[src/rtl/glyph_row_serializer.sv]
// Fetches one glyph row from a registered-output ROM and streams it out
// MSB first, one pixel per accepted transfer.
//
// state | meaning
// IDLE  | waiting for a row request, req_ready high
// FETCH | rom_addr presented, ROM registering the word
// LOAD  | rom_q holds the row word, capture into shift register
// SHIFT | emitting pixels, advance on pix_ready
module glyph_row_serializer #(
  parameter int DATA_WIDTH = 24,
  parameter int ADDR_WIDTH = 8,
  parameter int ROW_BITS   = 4
) (
  input  logic                           clk,
  input  logic                           rst_n,
  input  logic                           req_valid,
  output logic                           req_ready,
  input  logic [ADDR_WIDTH-ROW_BITS-1:0] req_glyph,
  input  logic [ROW_BITS-1:0]            req_row,
  output logic [ADDR_WIDTH-1:0]          rom_addr,
  input  logic [DATA_WIDTH-1:0]          rom_q,
  output logic                           pix_valid,
  input  logic                           pix_ready,
  output logic                           pix_bit,
  output logic                           pix_last,
  output logic                           busy
);

  localparam int CNT_W = (DATA_WIDTH > 1) ? $clog2(DATA_WIDTH) : 1;
  localparam logic [CNT_W-1:0] CNT_LAST = CNT_W'(DATA_WIDTH - 1);

  typedef enum logic [1:0] {IDLE, FETCH, LOAD, SHIFT} state_t;

  state_t                state;
  state_t                state_nxt;
  logic [DATA_WIDTH-1:0] shreg;
  logic [CNT_W-1:0]      cnt;
  logic                  accept;
  logic                  xfer;

  assign accept = req_valid && req_ready;
  assign xfer   = pix_valid && pix_ready;

  always_ff @(posedge clk or negedge rst_n) begin
    if (!rst_n) state <= IDLE;
    else        state <= state_nxt;
  end

  always_comb begin
    state_nxt = state;
    case (state)
      IDLE:    if (accept) state_nxt = FETCH;
      FETCH:   state_nxt = LOAD;
      LOAD:    state_nxt = SHIFT;
      SHIFT:   if (xfer && pix_last) state_nxt = IDLE;
      default: state_nxt = IDLE;
    endcase
  end

  always_comb begin
    req_ready = (state == IDLE);
    busy      = (state != IDLE);
    pix_valid = (state == SHIFT);
    pix_bit   = (state == SHIFT) ? shreg[DATA_WIDTH-1] : 1'b0;
    pix_last  = (state == SHIFT) && (cnt == CNT_LAST);
  end

  always_ff @(posedge clk or negedge rst_n) begin
    if (!rst_n) begin
      rom_addr <= '0;
    end else if (accept) begin
      rom_addr <= {req_glyph, req_row};
    end
  end

  // counter clears on the final pixel so it never runs past DATA_WIDTH-1
  always_ff @(posedge clk or negedge rst_n) begin
    if (!rst_n) begin
      shreg <= '0;
      cnt   <= '0;
    end else if (state == LOAD) begin
      shreg <= rom_q;
      cnt   <= '0;
    end else if (xfer) begin
      shreg <= shreg << 1;
      cnt   <= pix_last ? '0 : cnt + CNT_W'(1);
    end
  end

endmodule

[config.mk]
export PLATFORM = sky130hd
export DESIGN_NAME = glyph_row_serializer
export DESIGN_NICKNAME = d
export VERILOG_FILES = /design/src/rtl/glyph_row_serializer.sv
export SDC_FILE = /design/constraint.sdc
export NUM_CORES = 1
export LEC_CHECK = 0
export CORE_MARGIN = 10
export CORE_UTILIZATION = 45
export DETAILED_ROUTE_END_ITERATION = 10
export PLACE_DENSITY = 0.75
export SYNTH_ARGS = -nofsm -noshare
export SYNTH_HDL_FRONTEND = slang
export SYNTH_SLANG_ARGS = --single-unit
[constraint.sdc]
create_clock -name clk -period 1.6 [get_ports clk]
set_input_delay 0.4 -clock clk [delete_from_list [all_inputs] [get_ports clk]]
set_output_delay 0.4 -clock clk [all_outputs]
set_load 0.05 [all_outputs]
==> results of run 1 <==
==> metal layers <==
layer / GRT usage / share of wire
met1: 0.137 / 0.40
met2: 0.225 / 0.54
met3: 0.0391 / 0.034
met4: 0.0415 / 0.020
met5: 0 / 0
==> placed cells by master (no fill, tap or decap), drive strengths merged, types with 2 or more instances in the layout <==
master | synthesis | final
buf | 3 | 36
a21oi | 4 | 4
dfrtp | 39 | 39
and2 | 3 | 3
nor2 | 4 | 4
mux2i | 24 | 24
mux2 | 9 | 9
nand2 | 32 | 32
nand4 | 2 | 2
clkdlybuf4s50 | 0 | 33
clkbuf | 6 | 6
o21ai | 24 | 24
inv | 3 | 2
ha | 5 | 5
==> per-stage QoR <==
stage / TNS, ns / hold WS [ns]
CTS: -0.244 / 0.0645
global route: -0.491 / 0.0766
floorplan: -1.66 / 0.104
detailed placement: -4.63 / 0.376
global placement: -2.98 / 0.367
finish: -0.246 / 0.0581
==> state kept, by name, summed over array words and instances, names as in the netlist <==
register / flops
shreg: 24
rom_addr: 8
cnt: 5
state: 2
==> power by group <==
| part | switching [uW] | total [uW] | internal, uW |
|---|---|---|---|
| registers | 331 | 1780 | 1450 |
| logic | 1500 | 3080 | 1570 |
| clock network | 326 | 830 | 504 |
| total | 2160 | 5690 | 3530 |
==> cell type report <==
cell class | instances | area [um^2]
Multi-Input combinational cell | 113 | 825
Timing Repair Buffer | 70 | 810
Inverter | 3 | 15.0
Clock inverter | 2 | 35.0
Tap cell | 48 | 60.1
Clock buffer | 6 | 82.6
Sequential cell | 39 | 977
Fill cell | 248 | 940
==> worst min path at each step <==
| stage | endpoint | slack, ns | depth (start not counted) |
|---|---|---|---|
| after floorplan | cnt[0]$_DFFE_PN0P_ | 0.10 | 0 |
| after global placement | shreg[16]$_DFFE_PN0P_ | 0.37 | 1 |
| after detailed placement | shreg[17]$_DFFE_PN0P_ | 0.38 | 1 |
| after CTS | shreg[17]$_DFFE_PN0P_ | 0.06 | 1 |
| after global routing | shreg[17]$_DFFE_PN0P_ | 0.08 | 1 |
| final | shreg[17]$_DFFE_PN0P_ | 0.06 | 1 |
==> critical path: stages (launching register included) <==
cell and delay [ns]:
dfrtp_1 0.39, ha_2 0.19, and4b_1 0.19, and2_4 0.15
buf_12 0.14
==> cells by family (layout without fill, tap and decap cells) <==
family / Yosys count / in the layout / share of synthesized area
simple gates: 45 / 45 / 0.109
flops: 39 / 39 / 0.546
mux: 33 / 33 / 0.191
compound gates: 29 / 29 / 0.0833
buf+inv: 12 / 81 / 0.0301
fa+ha+maj: 5 / 5 / 0.0350
xor+xnor: 1 / 1 / 0.00490
==> what timing repair did <==
| item | CTS | global route |
|---|---|---|
| gates resized for setup | 5 | 8 |
| setup buffers | 9 | 7 |
| pin swaps | 5 | 3 |
| endpoints found under the setup margin | 7 | 15 |
==> summary.txt, run 1 <==
Logic synthesis
  – Top-count cell post-synth: dfrtp_1
  – Warning count from the yosys run: 0
  – Top_reg_cell synth: dfrtp_1
  – Number of synthesized flops with an enable pin: 0
  – Async S/R FF share, synth: 1.00
  – Seq/Total Area, Yosys: 0.546
  – Commonest cells in the netlist: 39 x dfrtp_1, 32 x nand2_1, 24 x mux2i_1, 24 x o21ai_0, 8 x mux2_2
  – Post-Syn Nets: 205
  – Top cells by area in the synthesized netlist: dfrtp_1 55%, mux2i_1 13%, o21ai_0 6.7%, nand2_1 6.7%, mux2_2 5.0%
  – Syn Inst Count: 164
  – Netlist cell types: 21
  – Number of synthesized register bits: 39
  – Cell Area, Synth: roughly 1800 um^2
  – Synth top area share: 0.546
  – Synthesized area per cell: 10.9 um^2
  – Post-synth top area cell: dfrtp_1

GRT
  – Gr usage total: 0.126
  – First-pass GRT wire length: 7250 um
  – Maximum number of pins on one net before global-route repair: 41
  – Vias in the first global route: approximately 1.5k
  – Grt total ovfl: 0
  – Initial antenna violation count: 0

Setup path
  – CP arrival: 1.34 ns
  – Critical Path Start: cnt[0]$_DFFE_PN0P_
  – Crit path max fanout: 2
  – FF-to-FF setup slack: 0.06 ns
  – CP endpoint kind: output pin
  – Worst setup SP type: flip-flop
  – R2R Path Start: cnt[0]$_DFFE_PN0P_
  – Critical path capture point: pix_last
  – Crit Path Category: flip-flop to output pin
  – R2R cell count: 6
  – Req. time, crit path: 1.20 ns
  – RR Endpoint: state[1]$_DFFE_PN0P_

Placement
  – Dpl cell area: ~2500 um^2
  – Worst slack at placement: -0.196 ns
  – Gpl congestion: 0.732
  – IO buf count: between 40 and 50
  – DP Wirelength: 3100 um
  – Dpl cells: 258

Layout
  – Layout net count: 273
  – Post-layout util: 0.749
  – Finished Layout Cells: 281
  – Area delta synth->final: 56.9%
  – Post-route design area: 2800 um^2
  – Layout cells sized above 1: 0.283
  – Antenna diode count: 0

Timing
  – Endpoints failing setup: 4
  – Final Hold Fails: 0
  – Max-slew headroom: 0.687
  – Actual slew at the worst max-slew pin: 0.470 ns
  – Max-slew violations: 0
  – Final Critical Period: 1.74 ns
  – Worst Skew: 0.00387 ns
  – Final worst setup slack: -0.136 ns
  – RSZ-0062 raised after global routing: yes
  – Final worst-path cycle share: 1.09
  – Fmax: 0.576 GHz

Route
  – First-pass iteration count of the detailed router: 4
  – Remaining DRCs: 0
  – DRT antenna net count: 0
  – Via count: 1,402
  – 1st-iter DRT viols: ~120
  – DRT Wirelength: about 4500 um
  – DR vias/cell: 4.99
  – Average wire per standard cell: around 16 um

CTS
  – Clock Latency Late Sink: 0.28 ns
  – # hold bufs at CTS: 0
  – Max H-tree Level: 2
  – CTS tree: done
  – CTS Sinks: 39
  – Clock slew at reported path FFs: about 0.080 ns
  – Root Buffer: clkbuf_8
  – Clock Tree Buf Depth: 2
  – TritonCTS Buffers: 5

Run
  – Max-cap violations: 0

Floorplanning
  – Die W: between 80 and 90 um
  – Num ports: between 40 and 50
  – Row count: 22
  – Initial core utilization: 0.477
  – Area of the die: 6890 um^2
  – Die height: 83.0 um
  – Core Area: 3740 um^2

Outcome
  – Violated checks: setup timing
  – Status: finished, violations left

Hold path
  – Worst min path class: primary input to asynchronous set/reset pin

Pwr
  – PwrDens: 2030 nW/um^2
  – Peak supply drop: about 0.86 mV
  – Tot Pwr: ~5700 uW
  – Pleak: 0.00123 uW
Power figures use the tool's default switching activity.
==> run 2: changes to the inputs <==
--- a/config.mk
+++ b/config.mk
@@ -9,6 +9,7 @@
 export CORE_UTILIZATION = 45
 export DETAILED_ROUTE_END_ITERATION = 10
 export PLACE_DENSITY = 0.75
+export RECOVER_POWER = 25
 export SYNTH_ARGS = -nofsm -noshare
 export SYNTH_HDL_FRONTEND = slang
 export SYNTH_SLANG_ARGS = --single-unit
==> run 2 against run 1 <==
  * The flow still finishes with violations (setup timing)
  * Count of clock-buffer cells in the layout unchanged
  * Design area decreased by 0.58%
  * First-iteration DRC count increased by 0.86%
  * Non-clock buffer count unchanged
  * Die area unchanged
  * Sequential cell count unchanged
  * Largest cell class unchanged
  * Sequential share of layout area increased by 0.20 points
  * Worst setup slack got worse by 0.0014 ns
==> summary.txt, run 2 (synthesis results as in run 1) <==
Timing
  – Final worst setup slack: -0.138 ns (-0.00136 ns)
  – Fmax: 0.576 GHz (about the same)
  – RSZ-0062 raised after global routing: yes
  – Hold_ws: 0.266 ns (+0.208 ns)
  – Max-slew headroom: 0.313 (-0.373)
  – Final Hold Fails: 0 (unchanged)
  – Final Critical Period: 1.74 ns (+0.00136 ns)
  – Worst Skew: 0.00418 ns (+0.000311 ns)
  – Final worst-path cycle share: 1.09 (about the same)
  – Endpoints failing setup: 4 (unchanged)
  – Max-slew violations: 0 (unchanged)
  – Actual slew at the worst max-slew pin: 1.03 ns (+0.560 ns)

Setup path
  – Slowest CP cell: dfrtp_1
  – CP endpoint kind: output pin
  – Req. time, crit path: 1.20 ns (about the same)
  – Worst setup SP type: flip-flop
  – Crit Path Category: flip-flop to output pin
  – Crit path max fanout: 2 (unchanged)
  – Crit path largest cell delay: 0.39 ns (about the same)
  – CP arrival: 1.34 ns (about the same)
  – Crit-path cells: ha_2 > and4b_1 > and2_4 > buf_12

Placement
  – Gpl congestion: 0.732 (unchanged)
  – IO buf count: 48 (unchanged)
  – DP Wirelength: 3100 um (unchanged)
  – Dpl cells: 258 (unchanged)
  – Worst slack at placement: -0.196 ns (unchanged)

Layout
  – Most frequent cells in the layout: 38 x dfrtp_1, 33 x clkdlybuf4s50_1, 30 x nand2_1
  – Largest Register: shreg
  – Antenna diode count: 0 (unchanged)
  – Commonest non-fill, non-tap cell in the layout: dfrtp_1
  – Finished Layout Cells: 281 (unchanged)
  – Layout net count: 273 (unchanged)
  – Fillers: 251 (+1.2%)
  – Largest register FFs: 24 (unchanged)
  – Post-layout util: 0.745 (-0.00435)
  – Top Registers: shreg x24, rom_addr x8, cnt x5
  – Layout cells sized above 1: 0.279 (-0.00429)
  – Area delta synth->final: 56.0%

Floorplanning
  – Area of the die: 6890 um^2 (unchanged)
  – Row count: 22 (unchanged)
  – Num ports: 49 (unchanged)
  – Die height: 83.0 um (unchanged)
  – Core Area: 3740 um^2 (unchanged)
  – Die W: 83.0 um (unchanged)
  – Initial core utilization: 0.477 (unchanged)

CTS
  – Clock Latency Late Sink: 0.28 ns (about the same)
  – Clock Tree Buf Depth: 2 (unchanged)
  – Root Buffer: clkbuf_8
  – CTS tree: done
  – Max H-tree Level: 2 (unchanged)
  – # hold bufs at CTS: 0 (unchanged)
  – TritonCTS Buffers: 5 (unchanged)
  – Clock slew at reported path FFs: 0.08 ns (about the same)
  – CTS Sinks: 39 (unchanged)

GRT
  – GR peak layer: met2
  – Initial antenna violation count: 0 (unchanged)
  – Gr usage total: 0.126 (unchanged)
  – GR met2 Demand/Resource: 0.225 (unchanged)
  – GR Layer Usage met1: 0.137 (unchanged)
  – Maximum number of pins on one net before global-route repair: 41 (unchanged)
  – Vias in the first global route: 1,462 (unchanged)
  – Grt total ovfl: 0 (unchanged)
  – First-pass GRT wire length: 7250 um (unchanged)
  – M3 GR Usage: 0.0391 (unchanged)

Route
  – DRT Wirelength: 4490 um (-0.22%)
  – Via count: 1,401 (-0.071%)
  – DRT antenna net count: 0 (unchanged)
  – Average wire per standard cell: 16.0 um (-0.22%)
  – 1st-iter DRT viols: 117 (+0.86%)
  – DR vias/cell: 4.99 (about the same)
  – Remaining DRCs: 0 (unchanged)
  – First-pass iteration count of the detailed router: 4 (unchanged)

Outcome
  – Status: finished, violations left
  – Violated checks: setup timing

Pwr
  – Pleak: 0.00122 uW (-0.65%)
  – Tot Pwr: 5680 uW (-0.15%)
  – Peak supply drop: 0.861 mV (-0.14%)
  – PwrDens: 2040 nW/um^2 (+0.43%)

Hold path
  – Worst min path class: primary input to asynchronous set/reset pin

Run
  – Max-cap violations: 0 (unchanged)
run 2: cell count changes in the layout (fill, tap and decap cells not counted):
| cell | previous run | this run |
|---|---|---|
| buf_12 | 15 | 14 |
| buf_2 | 1 | 0 |
| clkbuf_1 | 0 | 1 |
| clkbuf_2 | 0 | 1 |
run 2: repair_timing:
| action | CTS | global route |
|---|---|---|
| resized for setup | 5 | 8 |
| pin swaps | 5 | 3 |
| buffers inserted | 9 | 7 |
| cloned | 0 | 0 |
| endpoints found under the setup margin | 7 | 15 |
run 2: power breakdown:
part	internal, uW	switching (uW)	total [uW]
clock network	504	326	830
registers	1450	332	1780
logic	1570	1500	3070
total	3520	2160	5680
run 2: stage by stage:
stage | setup TNS [ns] | instance area (um^2)
6_report | -0.255 | 2790
5_1_grt | -0.491 | 2790
4_1_cts | -0.244 | 2740
3_5_place_dp | -4.63 | 2530
3_3_place_gp | -2.98 | 2530
2_1_floorplan | -1.66 | 1830
run 2: final timing paths:
kind / end / from / depth (start not counted) / slack (ns)
setup / recovery: pix_last / cnt[0]$_DFFE_PN0P_ / 4 / -0.14
min in group clk: shreg[0]$_DFFE_PN0P_ / shreg[0]$_DFFE_PN0P_ / 2 / 0.54
hold reg to reg: shreg[0]$_DFFE_PN0P_ / shreg[0]$_DFFE_PN0P_ / 2 / 0.54
setup reg to reg: state[1]$_DFFE_PN0P_ / cnt[0]$_DFFE_PN0P_ / 6 / 0.06
hold / removal: shreg[17]$_DFFE_PN0P_ / rst_n / 1 / 0.27
max in group asynchronous: state[1]$_DFFE_PN0P_ / rst_n / 2 / 0.25
run 2: final cells by class:
type	count	area, um^2	area share
Sequential cell	39	977	0.351
Timing Repair Buffer	70	793	0.285
Clock buffer	6	82.6	0.0296
Clock inverter	2	35.0	0.0126
Multi-Input combinational cell	113	825	0.296
Tap cell	48	60.1	0.0215
Inverter	3	15.0	0.00539
run 2: critical path, delay by kind of cell, from the launching register on:
kind | cells | cell delay (ns)
adders and majority gates | 1 | 0.19
buffers and inverters | 1 | 0.14
DFF | 1 | 0.39
and+or+nand+nor | 2 | 0.34
run 2: routing by layer:
layer  vias up  part of all wire
met5         -                 0
met1       663              0.40
met2        32              0.54
met3         9             0.034
li1        697                 -
met4         0             0.020
==> run 3: changes to the inputs <==
--- a/config.mk
+++ b/config.mk
@@ -6,9 +6,9 @@
 export NUM_CORES = 1
 export LEC_CHECK = 0
 export CORE_MARGIN = 10
-export CORE_UTILIZATION = 45
+export CORE_UTILIZATION = 47
 export DETAILED_ROUTE_END_ITERATION = 10
-export PLACE_DENSITY = 0.75
+export PLACE_DENSITY = 0.78
 export RECOVER_POWER = 25
 export SYNTH_ARGS = -nofsm -noshare
 export SYNTH_HDL_FRONTEND = slang
==> run 3 against run 2 <==
  * The run still ends with setup timing left
  * Critical path depth unchanged
  * Combinational power about the same
  * Design area about the same
  * Hold slack got worse by 0.070 ns
  * Largest cell class unchanged
  * First-iteration DRC count decreased by 57%
  * Via count increased by 1.2%
  * Non-clock buffer count decreased by 1
  * Global-route usage increased by 0.51 points
  * Die area decreased by 3.2%
  * Worst setup slack got worse by 0.015 ns
  * Sequential power about the same
==> summary.txt, run 3 (synthesis results as in run 1) <==
Outcome
  – Status: finished, violations left
  – Violated checks: setup timing

Floorplanning
  – Die height: 81.7 um (-1.6%)
  – Area of the die: 6670 um^2 (-3.2%)
  – Row count: 22 (unchanged)
  – Core Area: 3660 um^2 (-2.2%)
  – Num ports: 49 (unchanged)
  – Initial core utilization: 0.488 (+0.0108)
  – Die W: 81.7 um (-1.6%)

Timing
  – Max-slew violations: 0 (unchanged)
  – Endpoints failing setup: 4 (unchanged)
  – Final worst-path cycle share: 1.10 (+0.00945)
  – Final worst setup slack: -0.153 ns (-0.0151 ns)
  – Final Critical Period: 1.75 ns (+0.0151 ns)
  – Worst Skew: 0.00465 ns (+0.000466 ns)
  – Final Hold Fails: 0 (unchanged)
  – RSZ-0062 raised after global routing: yes
  – Max-slew headroom: 0.416 (+0.103)
  – Actual slew at the worst max-slew pin: 0.876 ns (-0.154 ns)
  – Fmax: 0.571 GHz (-0.86%)

CTS
  – TritonCTS Buffers: 5 (unchanged)
  – Clock Tree Buf Depth: 2 (unchanged)
  – CTS Sinks: 39 (unchanged)
  – Max H-tree Level: 2 (unchanged)
  – Clock Latency Late Sink: 0.29 ns (about the same)
  – Clock slew at reported path FFs: 0.07 ns (about the same)
  – Root Buffer: clkbuf_8
  – CTS tree: done
  – # hold bufs at CTS: 0 (unchanged)

Placement
  – DP Wirelength: 3080 um (-0.68%)
  – Worst slack at placement: -0.165 ns (+0.0306 ns)
  – Gpl congestion: 0.756 (+3.3%)
  – IO buf count: 48 (unchanged)

Layout
  – Antenna diode count: 0 (unchanged)
  – FF/Latch Area: 977 um^2 (unchanged)
  – Layout net count: 272 (-0.37%)
  – Commonest non-fill, non-tap cell in the layout: dfrtp_1
  – Fillers: 226 (-10%)
  – Largest register FFs: 24 (unchanged)
  – Layout cells sized above 1: 0.280 (+0.00120)
  – Multi-input logic area: 827 um^2 (+0.30%)
  – Largest Register: shreg
  – Most frequent cells in the layout: 38 x dfrtp_1, 34 x clkdlybuf4s50_1, 30 x nand2_1
  – Area delta synth->final: 56.1% (about the same)
  – Top Registers: shreg x24, rom_addr x8, cnt x5

GRT
  – Grt total ovfl: 0 (unchanged)
  – GR Layer Usage met1: 0.145 (+0.00860)
  – M3 GR Usage: 0.0469 (+0.00788)
  – Initial antenna violation count: 0 (unchanged)
  – GR met2 Demand/Resource: 0.228 (+0.00342)
  – Gr usage total: 0.131 (+0.00506)
  – Maximum number of pins on one net before global-route repair: 55 (+34%)
  – GR peak layer: met2
  – Vias in the first global route: 1,461 (-0.068%)
  – First-pass GRT wire length: 6860 um (-5.3%)

Setup path
  – Crit Path Category: flip-flop to output pin
  – CP endpoint kind: output pin
  – Crit path max fanout: 2 (unchanged)
  – Req. time, crit path: 1.20 ns (about the same)
  – Worst setup SP type: flip-flop
  – CP arrival: 1.35 ns (about the same)

Run
  – Max-cap violations: 0 (unchanged)

Route
  – DR vias/cell: 5.06 (+1.6%)
  – Average wire per standard cell: 16.3 um (+2.3%)
  – First-pass iteration count of the detailed router: 4 (unchanged)
  – Via count: 1,418 (+1.2%)
  – 1st-iter DRT viols: 50 (-57%)
  – Remaining DRCs: 0 (unchanged)
  – DRT Wirelength: 4580 um (+1.9%)
  – DRT antenna net count: 0 (unchanged)

Pwr
  – PwrDens: 2000 nW/um^2 (-1.8%)
  – Peak supply drop: 1.12 mV (+30%)
  – Tot Pwr: 5580 uW (-1.7%)
  – Pleak: 0.00120 uW (-2.0%)

Hold path
  – Worst min path class: primary input to asynchronous set/reset pin
## run 3: power by group
part           switching (uW)  total, uW  internal, uW
combinational            1500       3070          1570
clock                     331        724           393
sequential                332       1780          1450
total                    2160       5580          3410
## run 3: worst max-delay path, cell delays in order, from the launching register on
cell and delay, ns:
dfrtp_1 0.39, ha_2 0.20, and4b_1 0.18, and2_4 0.15
buf_12 0.14
## run 3: routing by layer
metal,wire length (um),part of all wire
met1,1860,0.41
met2,2430,0.53
met3,232,0.051
met4,49,0.011
met5,0,0
## run 3: metrics by stage
stage	setup TNS [ns]	cells	hold slack (ns)	util	instance area (um^2)
2_1_floorplan	-1.66	164	0.104	-	1830
3_3_place_gp	-2.58	258	0.333	0.695	2540
3_5_place_dp	-3.42	258	0.349	0.695	2540
4_1_cts	-0.254	275	0.0291	0.747	2740
5_1_grt	-0.522	280	0.238	0.762	2790
6_report	-0.238	280	0.196	0.762	2790
## run 3: layout make-up
type                            count  area share
Multi-Input combinational cell    113       0.297
Inverter                            3     0.00538
Sequential cell                    39       0.350
Timing Repair Buffer               69       0.290
Clock buffer                        8      0.0359
Tap cell                           48      0.0215
## run 3: final timing paths
| path | slack [ns] | startpoint | end | cells past startpoint |
|---|---|---|---|---|
| min reg2reg | 0.55 | shreg[0]$_DFFE_PN0P_ | shreg[0]$_DFFE_PN0P_ | 2 |
| max in group asynchronous | 0.32 | rst_n | shreg[2]$_DFFE_PN0P_ | 2 |
| min in group clk | 0.55 | shreg[0]$_DFFE_PN0P_ | shreg[0]$_DFFE_PN0P_ | 2 |
| max reg2reg | 0.02 | cnt[0]$_DFFE_PN0P_ | state[1]$_DFFE_PN0P_ | 6 |
| min | 0.20 | rst_n | cnt[3]$_DFFE_PN0P_ | 1 |
| max | -0.15 | cnt[0]$_DFFE_PN0P_ | pix_last | 4 |
## run 3: what timing repair did
action	4_1_cts	5_1_grt
cloned	0	1
hold endpoints to repair	0	0
gates resized for setup	7	8
setup endpoints to repair	11	27
setup buffers	9	4
pin swaps	5	3
==> variant 1: new RTL, config.mk and constraints of run 3 <==
`ADDR_WIDTH`: 8 -> 9.
--- a/src/rtl/glyph_row_serializer.sv
+++ b/src/rtl/glyph_row_serializer.sv
@@ -8,7 +8,7 @@
 // SHIFT | emitting pixels, advance on pix_ready
 module glyph_row_serializer #(
   parameter int DATA_WIDTH = 24,
-  parameter int ADDR_WIDTH = 8,
+  parameter int ADDR_WIDTH = 9,
   parameter int ROW_BITS   = 4
 ) (
   input  logic                           clk,
Interface: changed (resized req_glyph and rom_addr); port bits go from 49 to 51. No check against the original RTL was run, so the function may have changed too.
==> variant 1 against run 3 <==
The run still ends with negative setup slack left. First-iteration DRC count up 40%. Final cell count up 1.4%. Die area up 1.5%. Final area up 2.1%. Combinational power up 2%. Sequential power up 2%. Total power up 3.5%. Worst setup slack better by 0.0062 ns. Synthesized area up 2.0%. Routed wire length down 2.8%. Sequential cell count up 1.
==> variant 1: results (changes against run 3) <==
timing:
  final.setup.worst_slack_ns: -0.146  # +0.00619 ns
  clock_skew_ns: 0.00393  # -0.000715 ns
  finalSetupViolations: 3  # -1
  fin_setup_tns_ns: -0.234  # +0.00421 ns
  tightest_slew_ns: 0.986  # +0.110 ns
clock_network:
  clockBufferDepth: 2  # unchanged
  ctsResizeCount: 6  # -1
  postCtsSetupBuffers: 7  # -2
placed_design:
  placed_cells: 266  # +3.1%
  port_buffers: 50  # +4.2%
  hpwl_um: 3230  # +4.9%
  post-place-ws_ns: -0.163  # +0.00281 ns
  gp_congestion: 0.732  # -3.2%
  placed_cell_area_um2: 2640  # +3.8%
yosys:
  syn_inst: 166  # +1.2%
  postSynthNetCount: 208  # +1.5%
  yosys-top-cells-area: "dfrtp_1, mux2i_1, o21ai_0"
  ys_top_cells_by_count: "dfrtp_1, nand2_1, mux2i_1, o21ai_0, mux2_2"
  synth_async_sr_flop_share_pct: 100  # unchanged
  ys_seq_area_share_pct: 54.9  # +0.29 points
  synthMuxAreaShare_pct: 19.4  # +0.24 points
  synthFlopType: "dfrtp_1"
  yosys.area_share.adder_pct: 3.43  # -0.070 points
  synth-compound-area-share_pct: 8.17  # -0.17 points
  synth_xor_area_share_pct: 0.480  # -0.0098 points
  yosys_warnings: 0  # unchanged
cells_and_area:
  n_fill_cell: 236  # +4.4%
  top_regs: "shreg (24), rom_addr (9), cnt (5)"
  layout.nets: 277  # +1.8%
  drive_above_1_share_pct: 27.5  # -0.47 points
  final-seq-area_um2: 1000  # +2.6%
status:
  violations: "negative setup slack"
  outcome: "complete, but fails checks"
global_route:
  grt_usage_pct: 13.7  # +0.56 points
  met3_usage_pct: 5.18  # +0.49 points
  grt_pass1_vias: 1529  # +4.7%
  grt_use_met2_pct: 22.3  # -0.51 points
  use_met1_pct: 16.2  # +1.7 points
  grt_pass1_wl_um: 7250  # +5.6%
detailed_routing:
  drt-initial-drc-count: 70  # +40%
  wl_per_cell_um: 15.7  # -4.1%
  routed_wl_um: 4450  # -2.8%
  routed_via_density: 5.13  # +1.3%
worst_setup_path:
  cpPeakStageDelay_ns: 0.39  # about the same
  cp.arrival_ns: 1.35  # about the same
floorplan:
  die_area_um2: 6770  # +1.5%
power:
  ir_drop_mv: 0.898  # -20%
  power_switching_w: 0.00222  # +2.4%
  powerComb_w: 0.00313  # +2%
  powerClk_w: 0.000819  # +13%
  p_per_area_nw_per_um2: 2030  # +1.4%
  leakagePower_nw: 1.23  # +2.6%
min_path:
  min_path_type: "in -> async"
-- variant 1: worst paths after layout --
| path | start | endpoint | slack [ns] | cells past startpoint |
|---|---|---|---|---|
| min | rst_n | state[0] | 0.34 | 2 |
| max reg2reg | state[1] | state[1] | 0.04 | 6 |
| max in group asynchronous | rst_n | state[1] | 0.59 | 2 |
| min in group clk | shreg[0] | shreg[0] | 0.54 | 2 |
| max | cnt[0] | pix_last | -0.15 | 4 |
| min reg2reg | shreg[0] | shreg[0] | 0.54 | 2 |
-- variant 1: cell type report --
cell class	count	share of cell area, %
sequential	40	35.2
clock buffer	5	2.42
inverter	3	0.527
timing repair buffer	71	29.2
multi-input combinational	114	29.0
tap	48	2.11
clock inverter	3	1.49
-- variant 1: routing by layer --
| metal | wire length [um] | part of all wire (%) |
|---|---|---|
| met5 | 0 | 0 |
| met4 | 39 | 0.88 |
| met3 | 352 | 7.9 |
| met2 | 2160 | 49 |
| met1 | 1890 | 43 |
==> variant 2: new RTL, config.mk and constraints of run 3 <==
Without the edit above. Re-encode `state_t` (4 states) as one-hot, 4 bits wide.
--- a/src/rtl/glyph_row_serializer.sv
+++ b/src/rtl/glyph_row_serializer.sv
@@ -29,7 +29,7 @@
   localparam int CNT_W = (DATA_WIDTH > 1) ? $clog2(DATA_WIDTH) : 1;
   localparam logic [CNT_W-1:0] CNT_LAST = CNT_W'(DATA_WIDTH - 1);
 
-  typedef enum logic [1:0] {IDLE, FETCH, LOAD, SHIFT} state_t;
+  typedef enum logic [3:0] {IDLE = 4'b0001, FETCH = 4'b0010, LOAD = 4'b0100, SHIFT = 4'b1000} state_t;
 
   state_t                state;
   state_t                state_nxt;
Check against the original RTL: no difference found for any inputs over 10 cycles, from zero or initial values and one cycle with rst_n low; not proved beyond that.
==> variant 2 against run 3 <==
The run still ends with negative setup slack left. Worst setup slack got worse by 0.36 ns. Final area is 12% higher. Register-to-register slack got worse by 0.46 ns. Combinational power fell by 15%. Critical path type unchanged. Sequential cell count increased by 2. Count of clock-buffer cells in the layout fell by 1. Sequential share of layout area decreased by 2.1 points. First-iteration DRC count up 58%. Synthesized area grew 5.2%. Total power is 3.4% lower. Routed wire length up 31%.
==> variant 2: results (changes against run 3) <==
status:
  outcome: "complete, but fails checks"
  violations: "negative setup slack"
timing:
  final.setup.worst_slack_ns: -0.509  # -0.357 ns
  finalSetupViolations: 43  # +39
  fin_setup_tns_ns: -7.46  # -7.23 ns
  relSlewSlack_pct: 30.1  # -12 points
yosys:
  ys_top_cells_by_count: "dfrtp_1, a221o_1, and3_1, mux2_2"
  synth.distinct_cells: 39  # +86%
  ys_seq_area_share_pct: 54.7  # about the same
  yosys-top-cells-area: "dfrtp_1, a221o_1, and3_1"
detailed_routing:
  routed_wl_um: 6000  # +31%
  num_vias: 1743  # +23%
power:
  ir_drop_mv: 1.40  # +25%
cells_and_area:
  layout.nets: 273  # +0.37%
  drive_above_1_share_pct: 36.3  # +8.3 points
  n_fill_cell: 192  # -15%
worst_setup_path:
  path_delay_family: "simple AND/OR/NAND/NOR gates"
  slowest_stage: "or4b_4"
  crit_fanout: 4  # +2
  cpPeakStageDelay_ns: 0.59  # +0.20 ns
global_route:
  grt_pass1_wl_um: 9360  # +37%
  grt_pass1_vias: 1857  # +27%
  grt_usage_pct: 16.1  # +3.0 points
clock_network:
  clkTransAtPathRegs_ns: 0.08
placed_design:
  gp_congestion: 0.781  # +3.3%
[variant 2: changes by cell type after synthesis, sizes merged, moves of 3 or more]
cell / delta
mux2i: -23
o21ai: -17
or4b: +3
a221o: +22
and3: +21
nand3: +4
nand2: -25
ha: -4
[variant 2: final cells by class]
type	instances	area (um2)	area share, %
clock buffer	7	86.3	2.77
clock inverter	1	30.0	0.963
inverter	5	31.3	1.00
multi-input combinational	103	940	30.1
sequential	41	1030	33.0
tap	48	60.1	1.93
timing repair buffer	80	943	30.2
[variant 2: cells by family (layout without fill, tap and decap cells)]
kind of cell / after synthesis / after routing / synth area share (%)
muxes: 9 / 9 / 5.33
DFF: 41 / 41 / 54.7
and+or+nand+nor: 52 / 52 / 18.0
buffers and inverters: 15 / 93 / 4.19
AOI/OAI and AO/OA: 38 / 41 / 17.1
adders and majority gates: 1 / 1 / 0.666
[variant 2: path summary, 6_finish.rpt]
check | slack, ns | depth (start not counted) | from | to
worst max-delay path | -0.51 | 4 | state[2] | pix_last
worst min-delay path | 0.08 | 2 | rst_n | shreg[16]
worst max register to register | -0.44 | 6 | state[2] | cnt[0]
worst min register to register | 0.52 | 1 | shreg[8] | shreg[8]
max in group asynchronous | 0.52 | 2 | rst_n | state[2]
min in group clk | 0.52 | 1 | shreg[8] | shreg[8]
[variant 2: per-layer routing]
| metal | vias up | part of all wire [%] | global-route usage (%) |
|---|---|---|---|
| met5 | - | 0 | 0 |
| met2 | 63 | 51 | 27.3 |
| li1 | 767 | - | - |
| met4 | 0 | 1.9 | 4.62 |
| met3 | 12 | 6.4 | 5.08 |
| met1 | 901 | 40 | 18.9 |
[variant 2: what timing repair did]
action | in CTS | in global routing
hold endpoints to repair | 0 | 0
setup endpoints to repair | 37 | 43
pin swaps | 9 | 5
cloned | 3 | 0
resized for setup | 27 | 24
setup buffers | 5 | 12
[variant 2: worst register-to-register path: cells and delay by family (launching register included)]
family	cells	cell delay, ns
simple gates	2	1.00
compound gates	1	0.14
buf+inv	3	0.41
flops	1	0.41
[variant 2: report_power, final]
| group | internal [W] | total [W] | leakage [nW] | switching (W) |
|---|---|---|---|---|
| sequential | 0.00153 | 0.00190 | 0.515 | 0.000369 |
| clock | 0.000509 | 0.000867 | 0.0585 | 0.000358 |
| combinational | 0.00142 | 0.00262 | 0.852 | 0.00121 |
| total | 0.00345 | 0.00539 | 1.43 | 0.00194 |
[variant 2: through the flow]
stage | hold slack (ns) | std cells | area, um2 | worst slack, ns
3_3_place_gp | 0.389 | 262 | 2710 | -0.221
5_1_grt | 0.0930 | 285 | 3120 | -0.565
2_1_floorplan | 0.104 | 156 | 1950 | -0.365
3_5_place_dp | 0.395 | 262 | 2710 | -0.301
4_1_cts | 0.0840 | 278 | 3000 | -0.530
6_report | 0.0841 | 285 | 3120 | -0.509
